### config.mk
export PLATFORM = sky130hd
export DESIGN_NAME = mult_div_unit_flat
export DESIGN_NICKNAME = d
export VERILOG_FILES = /design/src/rtl/mult_div_pkg.sv /design/src/rtl/mult_div_unit_if.sv /design/src/rtl/mult_div_unit.sv /design/src/flat_wrapper.sv
export SDC_FILE = /design/constraint.sdc
export NUM_CORES = 1
export LEC_CHECK = 0
export BUFFER_PORTS_ARGS = -buffer_cell sky130_fd_sc_hd__buf_4
export CAP_MARGIN = 40
export CORE_MARGIN = 2
export CORE_UTILIZATION = 57
export CTS_BUF_LIST = sky130_fd_sc_hd__clkbuf_4
export DETAILED_ROUTE_END_ITERATION = 6
export GPL_TIMING_DRIVEN = 1
export PLACE_DENSITY = 0.8
export SYNTH_ARGS = -nofsm -noshare
export SYNTH_HDL_FRONTEND = slang
export SYNTH_SLANG_ARGS = --single-unit
### constraint.sdc
create_clock -name i_clock -period 3.7 [get_ports i_clock]
set_input_delay 0.555 -clock i_clock [delete_from_list [all_inputs] [get_ports i_clock]]
set_output_delay 0.555 -clock i_clock [all_outputs]
set_load 0.05 [all_outputs]
### src/rtl/mult_div_pkg.sv
// Shared types for the iterative multiply/divide unit: operation select and FSM state encodings.
package mult_div_pkg;

   typedef enum logic [1:0] {
      OP_MULT  = 2'b00,
      OP_MULTU = 2'b01,
      OP_DIV   = 2'b10,
      OP_DIVU  = 2'b11
   } md_op_t;

   typedef enum logic [1:0] {
      S_IDLE = 2'b00,
      S_RUN  = 2'b01,
      S_FIX  = 2'b10,
      S_DONE = 2'b11
   } md_state_t;

endpackage

### src/rtl/mult_div_unit_if.sv
// Start/busy/done handshake and operand/result bus between the control FSM and the mult/div unit.
interface mult_div_unit_if #(
   parameter int WIDTH = 32
);
   import mult_div_pkg::*;

   logic             start;
   md_op_t           op;
   logic [WIDTH-1:0] a;
   logic [WIDTH-1:0] b;
   logic             busy;
   logic             done;
   logic             div_zero;
   logic [WIDTH-1:0] hi;
   logic [WIDTH-1:0] lo;

   modport master (output start, op, a, b, input busy, done, div_zero, hi, lo);
   modport slave  (input start, op, a, b, output busy, done, div_zero, hi, lo);

endinterface

### src/rtl/mult_div_unit.sv
// Shared sequential multiply (shift-add) / divide (restoring) unit producing HI/LO.
// Signed ops run on magnitudes; the result signs are applied in the FIX cycle.
module mult_div_unit
   import mult_div_pkg::*;
#(
   parameter int WIDTH = 32
) (
   input  logic           i_clock,
   input  logic           i_reset,
   mult_div_unit_if.slave md
);

   localparam int CNT_W = $clog2(WIDTH) + 1;
   localparam int DW    = 2 * WIDTH;

   function automatic logic [WIDTH-1:0] f_neg(input logic [WIDTH-1:0] x, input logic en,
                                              input logic cin);
      f_neg = en ? (~x + {{(WIDTH-1){1'b0}}, cin}) : x;
   endfunction

   md_state_t        r_state, w_state_nxt;
   md_op_t           r_op;
   logic [CNT_W-1:0] r_cnt;
   logic [DW-1:0]    r_acc;
   logic [WIDTH:0]   r_rem;
   logic [WIDTH-1:0] r_opnd, r_hi, r_lo;
   logic             r_neg_res, r_neg_rem, r_div_zero;

   logic             w_accept, w_signed, w_div_in, w_b_zero, w_r_div, w_last;
   logic             w_restore, w_busy, w_done;
   logic [WIDTH-1:0] w_a_abs, w_b_abs, w_lo_fix, w_hi_fix, w_prod_hi, w_rem_fix;
   logic [WIDTH:0]   w_mul_sum, w_shift, w_diff;
   logic [DW-1:0]    w_mul_nxt;

   assign w_accept = ((r_state == S_IDLE) || (r_state == S_DONE)) && md.start;
   assign w_signed = (md.op == OP_MULT) || (md.op == OP_DIV);
   assign w_div_in = (md.op == OP_DIV) || (md.op == OP_DIVU);
   assign w_b_zero = (md.b == {WIDTH{1'b0}});
   assign w_a_abs  = f_neg(md.a, w_signed & md.a[WIDTH-1], 1'b1);
   assign w_b_abs  = f_neg(md.b, w_signed & md.b[WIDTH-1], 1'b1);
   assign w_r_div  = (r_op == OP_DIV) || (r_op == OP_DIVU);
   assign w_last   = (r_cnt == CNT_W'(WIDTH - 1));

   assign w_mul_sum = {1'b0, r_acc[DW-1:WIDTH]}
                    + (r_acc[0] ? {1'b0, r_opnd} : {(WIDTH+1){1'b0}});
   assign w_mul_nxt = {w_mul_sum, r_acc[WIDTH-1:1]};

   // Trial subtract in WIDTH+1 bits; the sign of the difference decides the restore.
   assign w_shift   = {r_rem[WIDTH-1:0], r_acc[WIDTH-1]};
   assign w_diff    = w_shift - {1'b0, r_opnd};
   assign w_restore = w_diff[WIDTH] & ~r_rem[WIDTH];

   // The quotient and the product low half share the low accumulator word and its sign flag.
   assign w_lo_fix  = f_neg(r_acc[WIDTH-1:0], r_neg_res, 1'b1);
   assign w_prod_hi = f_neg(r_acc[DW-1:WIDTH], r_neg_res, (r_acc[WIDTH-1:0] == {WIDTH{1'b0}}));
   assign w_rem_fix = f_neg(r_rem[WIDTH-1:0], r_neg_rem, 1'b1);
   assign w_hi_fix  = w_r_div ? w_rem_fix : w_prod_hi;

   // State register
   always_ff @(posedge i_clock) begin
      if (!i_reset) begin
         r_state <= S_IDLE;
      end else begin
         r_state <= w_state_nxt;
      end
   end

   // Next-state logic
   always_comb begin
      w_state_nxt = r_state;
      case (r_state)
         S_IDLE, S_DONE: begin
            if (md.start) begin
               w_state_nxt = (w_div_in && w_b_zero) ? S_DONE : S_RUN;
            end else begin
               w_state_nxt = S_IDLE;
            end
         end
         S_RUN: begin
            if (w_last) begin
               w_state_nxt = S_FIX;
            end else begin
               w_state_nxt = S_RUN;
            end
         end
         S_FIX:   w_state_nxt = S_DONE;
         default: w_state_nxt = S_IDLE;
      endcase
   end

   // Handshake outputs decoded from the state register
   always_comb begin
      w_busy = 1'b0;
      w_done = 1'b0;
      case (r_state)
         S_RUN, S_FIX: w_busy = 1'b1;
         S_DONE:       w_done = 1'b1;
         default: begin
            w_busy = 1'b0;
            w_done = 1'b0;
         end
      endcase
   end

   // Operand capture, iteration datapath, counter and result registers
   always_ff @(posedge i_clock) begin
      if (!i_reset) begin
         r_op       <= OP_MULT;
         r_cnt      <= {CNT_W{1'b0}};
         r_acc      <= {DW{1'b0}};
         r_rem      <= {(WIDTH+1){1'b0}};
         r_opnd     <= {WIDTH{1'b0}};
         r_neg_res  <= 1'b0;
         r_neg_rem  <= 1'b0;
         r_div_zero <= 1'b0;
         r_hi       <= {WIDTH{1'b0}};
         r_lo       <= {WIDTH{1'b0}};
      end else if (w_accept) begin
         r_op       <= md.op;
         r_cnt      <= {CNT_W{1'b0}};
         r_acc      <= {{WIDTH{1'b0}}, (w_div_in ? w_a_abs : w_b_abs)};
         r_opnd     <= w_div_in ? w_b_abs : w_a_abs;
         r_rem      <= {(WIDTH+1){1'b0}};
         r_neg_res  <= w_signed & (md.a[WIDTH-1] ^ md.b[WIDTH-1]);
         r_neg_rem  <= w_signed & md.a[WIDTH-1];
         r_div_zero <= w_div_in & w_b_zero;
      end else begin
         r_div_zero <= 1'b0;
         case (r_state)
            S_RUN: begin
               r_cnt <= r_cnt + CNT_W'(1);
               if (w_r_div) begin
                  r_rem             <= w_restore ? w_shift : w_diff;
                  r_acc[WIDTH-1:0]  <= {r_acc[WIDTH-2:0], ~w_restore};
               end else begin
                  r_acc <= w_mul_nxt;
               end
            end
            S_FIX: begin
               r_hi <= w_hi_fix;
               r_lo <= w_lo_fix;
            end
            default: begin
               r_cnt <= r_cnt;
            end
         endcase
      end
   end

   assign md.busy     = w_busy;
   assign md.done     = w_done;
   assign md.div_zero = r_div_zero;
   assign md.hi       = r_hi;
   assign md.lo       = r_lo;

endmodule
### src/flat_wrapper.sv
// flat-port wrapper written by rule: the top's interface ports become plain ports
module mult_div_unit_flat import mult_div_pkg::*;
#(
   parameter int WIDTH = 32
)
  (i_clock, i_reset, md_start, md_op, md_a, md_b, md_busy, md_done, md_div_zero, md_hi, md_lo);
  mult_div_unit_if #(.WIDTH(WIDTH)) md_i ();
  input  logic i_clock;
  input  logic i_reset;
  input wire logic [$bits(md_i.start)-1:0] md_start;
  input wire logic [$bits(md_i.op)-1:0] md_op;
  input wire logic [$bits(md_i.a)-1:0] md_a;
  input wire logic [$bits(md_i.b)-1:0] md_b;
  output wire logic [$bits(md_i.busy)-1:0] md_busy;
  output wire logic [$bits(md_i.done)-1:0] md_done;
  output wire logic [$bits(md_i.div_zero)-1:0] md_div_zero;
  output wire logic [$bits(md_i.hi)-1:0] md_hi;
  output wire logic [$bits(md_i.lo)-1:0] md_lo;
  assign md_i.start = md_start;
  assign md_i.op = md_op;
  assign md_i.a = md_a;
  assign md_i.b = md_b;
  assign md_busy = md_i.busy;
  assign md_done = md_i.done;
  assign md_div_zero = md_i.div_zero;
  assign md_hi = md_i.hi;
  assign md_lo = md_i.lo;
  mult_div_unit #(.WIDTH(WIDTH)) u_core (.i_clock(i_clock), .i_reset(i_reset), .md(md_i));
endmodule
# After elaboration in Yosys (flattened, before gate mapping)
# Index checks and enable logic that the tools add are counted.
[totals]
input_bits = 69
register_bits = 206
out_inout_bits = 67
wordCells = 81
[op_classes]
mux = 19
n_reduce_logical = 18
bitwise = 16
n_addsub = 8
eq_ne = 8
[ops]
columns = ["operator", "count"]
rows = [
  ["2-to-1 mux 32 bit", 12],
  ["inverter 32 bit", 5],
  ["adder 32 x 1 -> 32 bit, second input constant", 4],
  ["zero test 32 bit", 2],
  ["adder 32 x 32 -> 33 bit", 1],
  ["2-to-1 mux 33 bit", 1],
  ["subtractor 33 x 32 -> 33 bit", 1],
  ["adder 32 x 1 -> 32 bit", 1],
  ["equality test 2 bit, second input constant", 6],
  ["AND reduction 2 bit", 4],
  ["adder 6 x 1 -> 6 bit, second input constant", 1],
  ["equality test 6 x 5 -> 1 bit, second input constant", 1],
  ["2-to-1 mux 2 bit", 3],
  ["case mux 2 bit (3 select lines)", 1],
  ["OR reduction 2 bit", 3],
  ["AND 1 bit", 5],
  ["inverter 1 bit", 5],
  ["zero test 2 bit", 2],
  ["logical OR 1 bit", 4],
  ["equality test 2 x 1 -> 1 bit, second input constant", 1],
  ["logical AND 1 bit", 2],
  ["2-to-1 mux 1 bit", 2],
  ["nonzero test 2 bit", 1],
  ["XOR 1 bit", 1],
]

# Longest topological paths before layout
[depth]
ltp_word = 6
depth_mapped = 17

# Least setup slack after synthesis
# OpenSTA, ideal clock, no wires.
[synth_path]
path_type = "reg2reg"
start = "register u_core.r_acc[9]"
end = "register u_core.r_hi[28] (netlist: u_core.md.hi[28])"
required_ps = 3639
path_stages_with_launch = 17
arrival_time_ps = 3781
slack_ps = -141
period_less_slack_ps = 3841
setup_ps = 61
path_cell_list = "dfxtp_1 -> clkbuf_1 -> or4_1 -> or3_1 -> nor3_1 -> nand2_1 -> nor4_1 -> ha_1 -> ha_1 -> nand3_1 -> or4_4 -> nand2b_1 -> o31ai_1 -> xnor2_1 -> nor2_1 -> a211o_1 -> nand2_1"
[synth_via]
elab_chain_cells = 4
[synth_rtl]
columns = ["element", "line_no", "rtl"]
rows = [
  ["start, declared", "mult_div_unit.sv:24", "logic [DW-1:0] r_acc;"],
  ["start signal, assigned", "mult_div_unit.sv:110", "r_acc <= {DW{1'b0}};"],
  ["start signal, assigned", "mult_div_unit.sv:121", "r_acc <= {{WIDTH{1'b0}}, (w_div_in ? w_a_abs : w_b_abs)};"],
  ["start signal, assigned by index", "mult_div_unit.sv:134", "r_acc[WIDTH-1:0] <= {r_acc[WIDTH-2:0], ~w_restore};"],
  ["zero test 32 bit", "mult_div_unit.sv:55", "assign w_prod_hi = f_neg(r_acc[DW-1:WIDTH], r_neg_res, (r_acc[WIDTH-1:0] == {WIDTH{1'b0}}));"],
  ["adder 32 x 1 -> 32 bit", "mult_div_unit.sv:18", "f_neg = en ? (~x + {{(WIDTH-1){1'b0}}, cin}) : x;"],
  ["2-to-1 mux 32 bit", "mult_div_unit.sv:18", ""],
  ["2-to-1 mux 32 bit", "mult_div_unit.sv:57", "assign w_hi_fix = w_r_div ? w_rem_fix : w_prod_hi;"],
  ["end signal, assigned", "mult_div_unit.sv:116", "r_hi <= {WIDTH{1'b0}};"],
  ["end signal, assigned", "mult_div_unit.sv:140", "r_hi <= w_hi_fix;"],
  ["end, declared", "mult_div_unit.sv:26", "logic [WIDTH-1:0] r_opnd, r_hi, r_lo;"],
]
# Every way passes these cells.
# A chain may end at the register's enable or synchronous reset.

# Worst setup path in the final report
# Same ends and word-level chain as after synthesis.

==> out/qor.txt <==
Storage cell area: 0.004110 sq mm
Total number of vias: 16,020
Peak Freq: 259.9 MHz
Top cells by area, synth: dfxtp_1, nand2_1, ha_1
Area of the multi-input gates: 0.01103 sq mm
Tmin final: 3848 ps
DIE WIDTH: 169.8 um
HPWL Detailed: 36.84 mm
DRC: 0
Worst hold stages: 3
Drt wl/cell: 19.00 um
Clock root cell: clkbuf_4
Max Slew Vio Count: 0
Num CTS Buffers: 56
Final hold violation count: 0
Final wirelength: 49.62 mm
Maximum vdd ir drop: 259.8 uV
Flop-to-flop setup slack: -150 ps
PnR worst setup slack: -148.1 ps
Final net count: 2,378
Final setup violating endpoints: 11
CTS Sinks: 205
Pre-antenna DRT Iters: 6
Avg Inst Size Synth: 7.534 sq um
CTS HTree Levels: 2
Die area: 0.02884 sq mm
Syn_nets: 2,225
Period utilization: 104.0%
Layout filler cell count: 2,324
First-pass GRT wire length: 78.07 mm
Area grow syn2layout: 17.06%
DIE HEIGHT: 169.8 um
Status: complete, but fails checks
Register area share after synthesis: 26.19%
Post-route ant nets: 0
Area leader, netlist: dfxtp_1
RR Endpoint: u_core.md.hi[28]
Clk_lat worst skew: 710 ps
Worst Path Required: 4320 ps
Layout cell share with drive strength beyond 1: 16.53%
#FFs+latches synth: 205
Ys flop type: dfxtp_1
Vias in the first global route: 15,070
Final core occ: 68.07%
Initial antenna violation count: 1
Crit path max fanout: 4
Worst-path clk slew: 70 ps
Worst-margin pin slew: 900.1 ps
Post-Syn Instances: 2,080
RSZ-0062 raised after global routing: yes
Min-Delay Path Class: input port to flip-flop
Clock Path Buffers: 3
Reg2Reg Launch Point: u_core.r_acc[9]
Remaining Overflow, GRT: 0
Post-synth top cells: nand2_1, dfxtp_1, a21oi_1
Row cnt: 60
Worst setup SP type: flip-flop
Total power: 5.994 mW
Crit. End Element: flip-flop
Count leader, synth: nand2_1
Gr usage total: 33.62%
Asr flop ratio synth: 0%
CTS tree: yes
Drt via density: 6.137
Mapped cell area: 0.01567 sq mm
Setup CP Type: flip-flop to flip-flop
Synthesis Warnings: 0
EDFF count, synth: 0
Worst slack at placement: -121.5 ps
Fin Hold WS: 182.4 ps
Core Area: 0.02695 sq mm
Rel. slew slack: 39.87%
Worst hold endpoint: u_core.r_state[0]
Starting Density: 58.15%
IO buf count: 135
DRT iter0 DRCs: 1,355
Cell Pwr Density: 326.7 mW/mm^2
Pin count of the biggest net entering global routing: 84
Worst Path Arrival: 4470 ps
Max-cap viol count: 0
Clock skew: 38.31 ps
Area share of the largest cell type after synthesis: 26.19%
Worst r2r path cells: 16
Leakage power: 7.632 nW
Boundary Pins: 136
Failing checks: setup timing
GPL Wtd Cong: 0.9784
Netlist cell types: 74
Hold_sp: md_start
Hold buffer count at CTS: 0
per-stage QoR:
| step | std cells | area (sq um) | TNS, ps |
|---|---|---|---|
| floorplan | 2080 | 15700 | -17.58 |
| global placement | 2505 | 17310 | -350.8 |
| detailed placement | 2508 | 17380 | -585.9 |
| global route | 2611 | 18350 | -3875 |
| CTS | 2603 | 18090 | -28.74 |
| finish | 2611 | 18350 | -959.3 |
per-layer routing:
metal	track usage, %	vias up	part of all wire [%]	wire length [um]
met2	56.75	615	47	23090
met4	16.05	0	4.7	2316
met1	42.28	7504	43	21120
li1	-	7763	-	-
met5	0	-	0	0
met3	4.884	141	6.2	3090
cells in the final DEF, fill, tap and decap left out, types with 21 or more instances in the layout:
cell type  count
a211oi_1      23
a21boi_0      44
a21o_1        25
a21oi_1      173
and2_1        21
buf_4        225
clkbuf_4      76
dfxtp_1      202
ha_1          71
inv_1         68
mux2i_1       66
nand2_1      273
nand3_1       60
nor2_1       144
nor2b_1       22
nor3_1        32
o211a_1       26
o211ai_1      70
o21ai_0      156
o31ai_1       35
xnor2_1       94
xor2_1       105
flip-flops by register name (all words and copies together), names as in the netlist, 2 cells and up:
signal and count:
u_core.md.lo 32, u_core.r_acc 64, u_core.md.hi 32, u_core.r_rem 33
u_core.r_cnt 6, u_core.r_state 2, u_core.r_opnd 32
report_power, final:
group / switching [mW] / internal [mW]
registers: 0.0698 / 2.29
logic: 0.981 / 0.655
clock network: 0.987 / 1.01
timing repair:
action,4_1_cts,5_1_grt
cloned,0,2
buffers inserted,1,5
pin swaps,3,15
resized for setup,6,33
setup endpoints to repair,11,45
cell type report:
class | instances | share of cell area, %
Multi-Input combinational cell | 1670 | 60.10
Sequential cell | 205 | 22.40
Timing Repair Buffer | 232 | 10.08
Clock buffer | 76 | 3.110
Tap cell | 341 | 2.326
Inverter | 68 | 1.391
Clock inverter | 18 | 0.5729
Antenna cell | 1 | 0.01364
critical path: stages, from the launching register on:
cell and delay, ps:
dfxtp_2 330, or4_4 530, or3_4 350, nor3_4 200
nand2_2 90, nor4_2 270, buf_4 170, ha_4 140
ha_4 140, nand3_2 70, or4_4 550, nand2b_4 200
o31ai_4 210, xnor2_1 150, nor2_1 50, a211o_1 250
nand2_1 50
how the worst max path moves through the flow:
stage | startpoint | to | cells past startpoint
final | u_core.r_acc[9] | u_core.md.hi[28] | 16
after CTS | u_core.r_acc[9] | u_core.md.hi[28] | 16
after global placement | u_core.r_acc[2] | u_core.md.hi[28] | 17
after detailed placement | u_core.r_acc[9] | u_core.md.hi[28] | 16
after floorplan | u_core.r_acc[9] | u_core.md.hi[28] | 16
after global routing | u_core.r_acc[9] | u_core.md.hi[22] | 16
kinds of logic (layout without fill, tap and decap cells):
kind of cell / after synthesis / in the layout / synth area share [%]
compound gates: 664 / 664 / 27.43
xor+xnor: 199 / 199 / 11.12
other cells: 0 / 1 / 0
buf+inv: 205 / 394 / 4.982
fa+ha+maj: 76 / 76 / 6.164
mux: 70 / 70 / 4.519
simple gates: 661 / 661 / 19.59
flops: 205 / 205 / 26.19
Power figures use the tool's default switching activity.
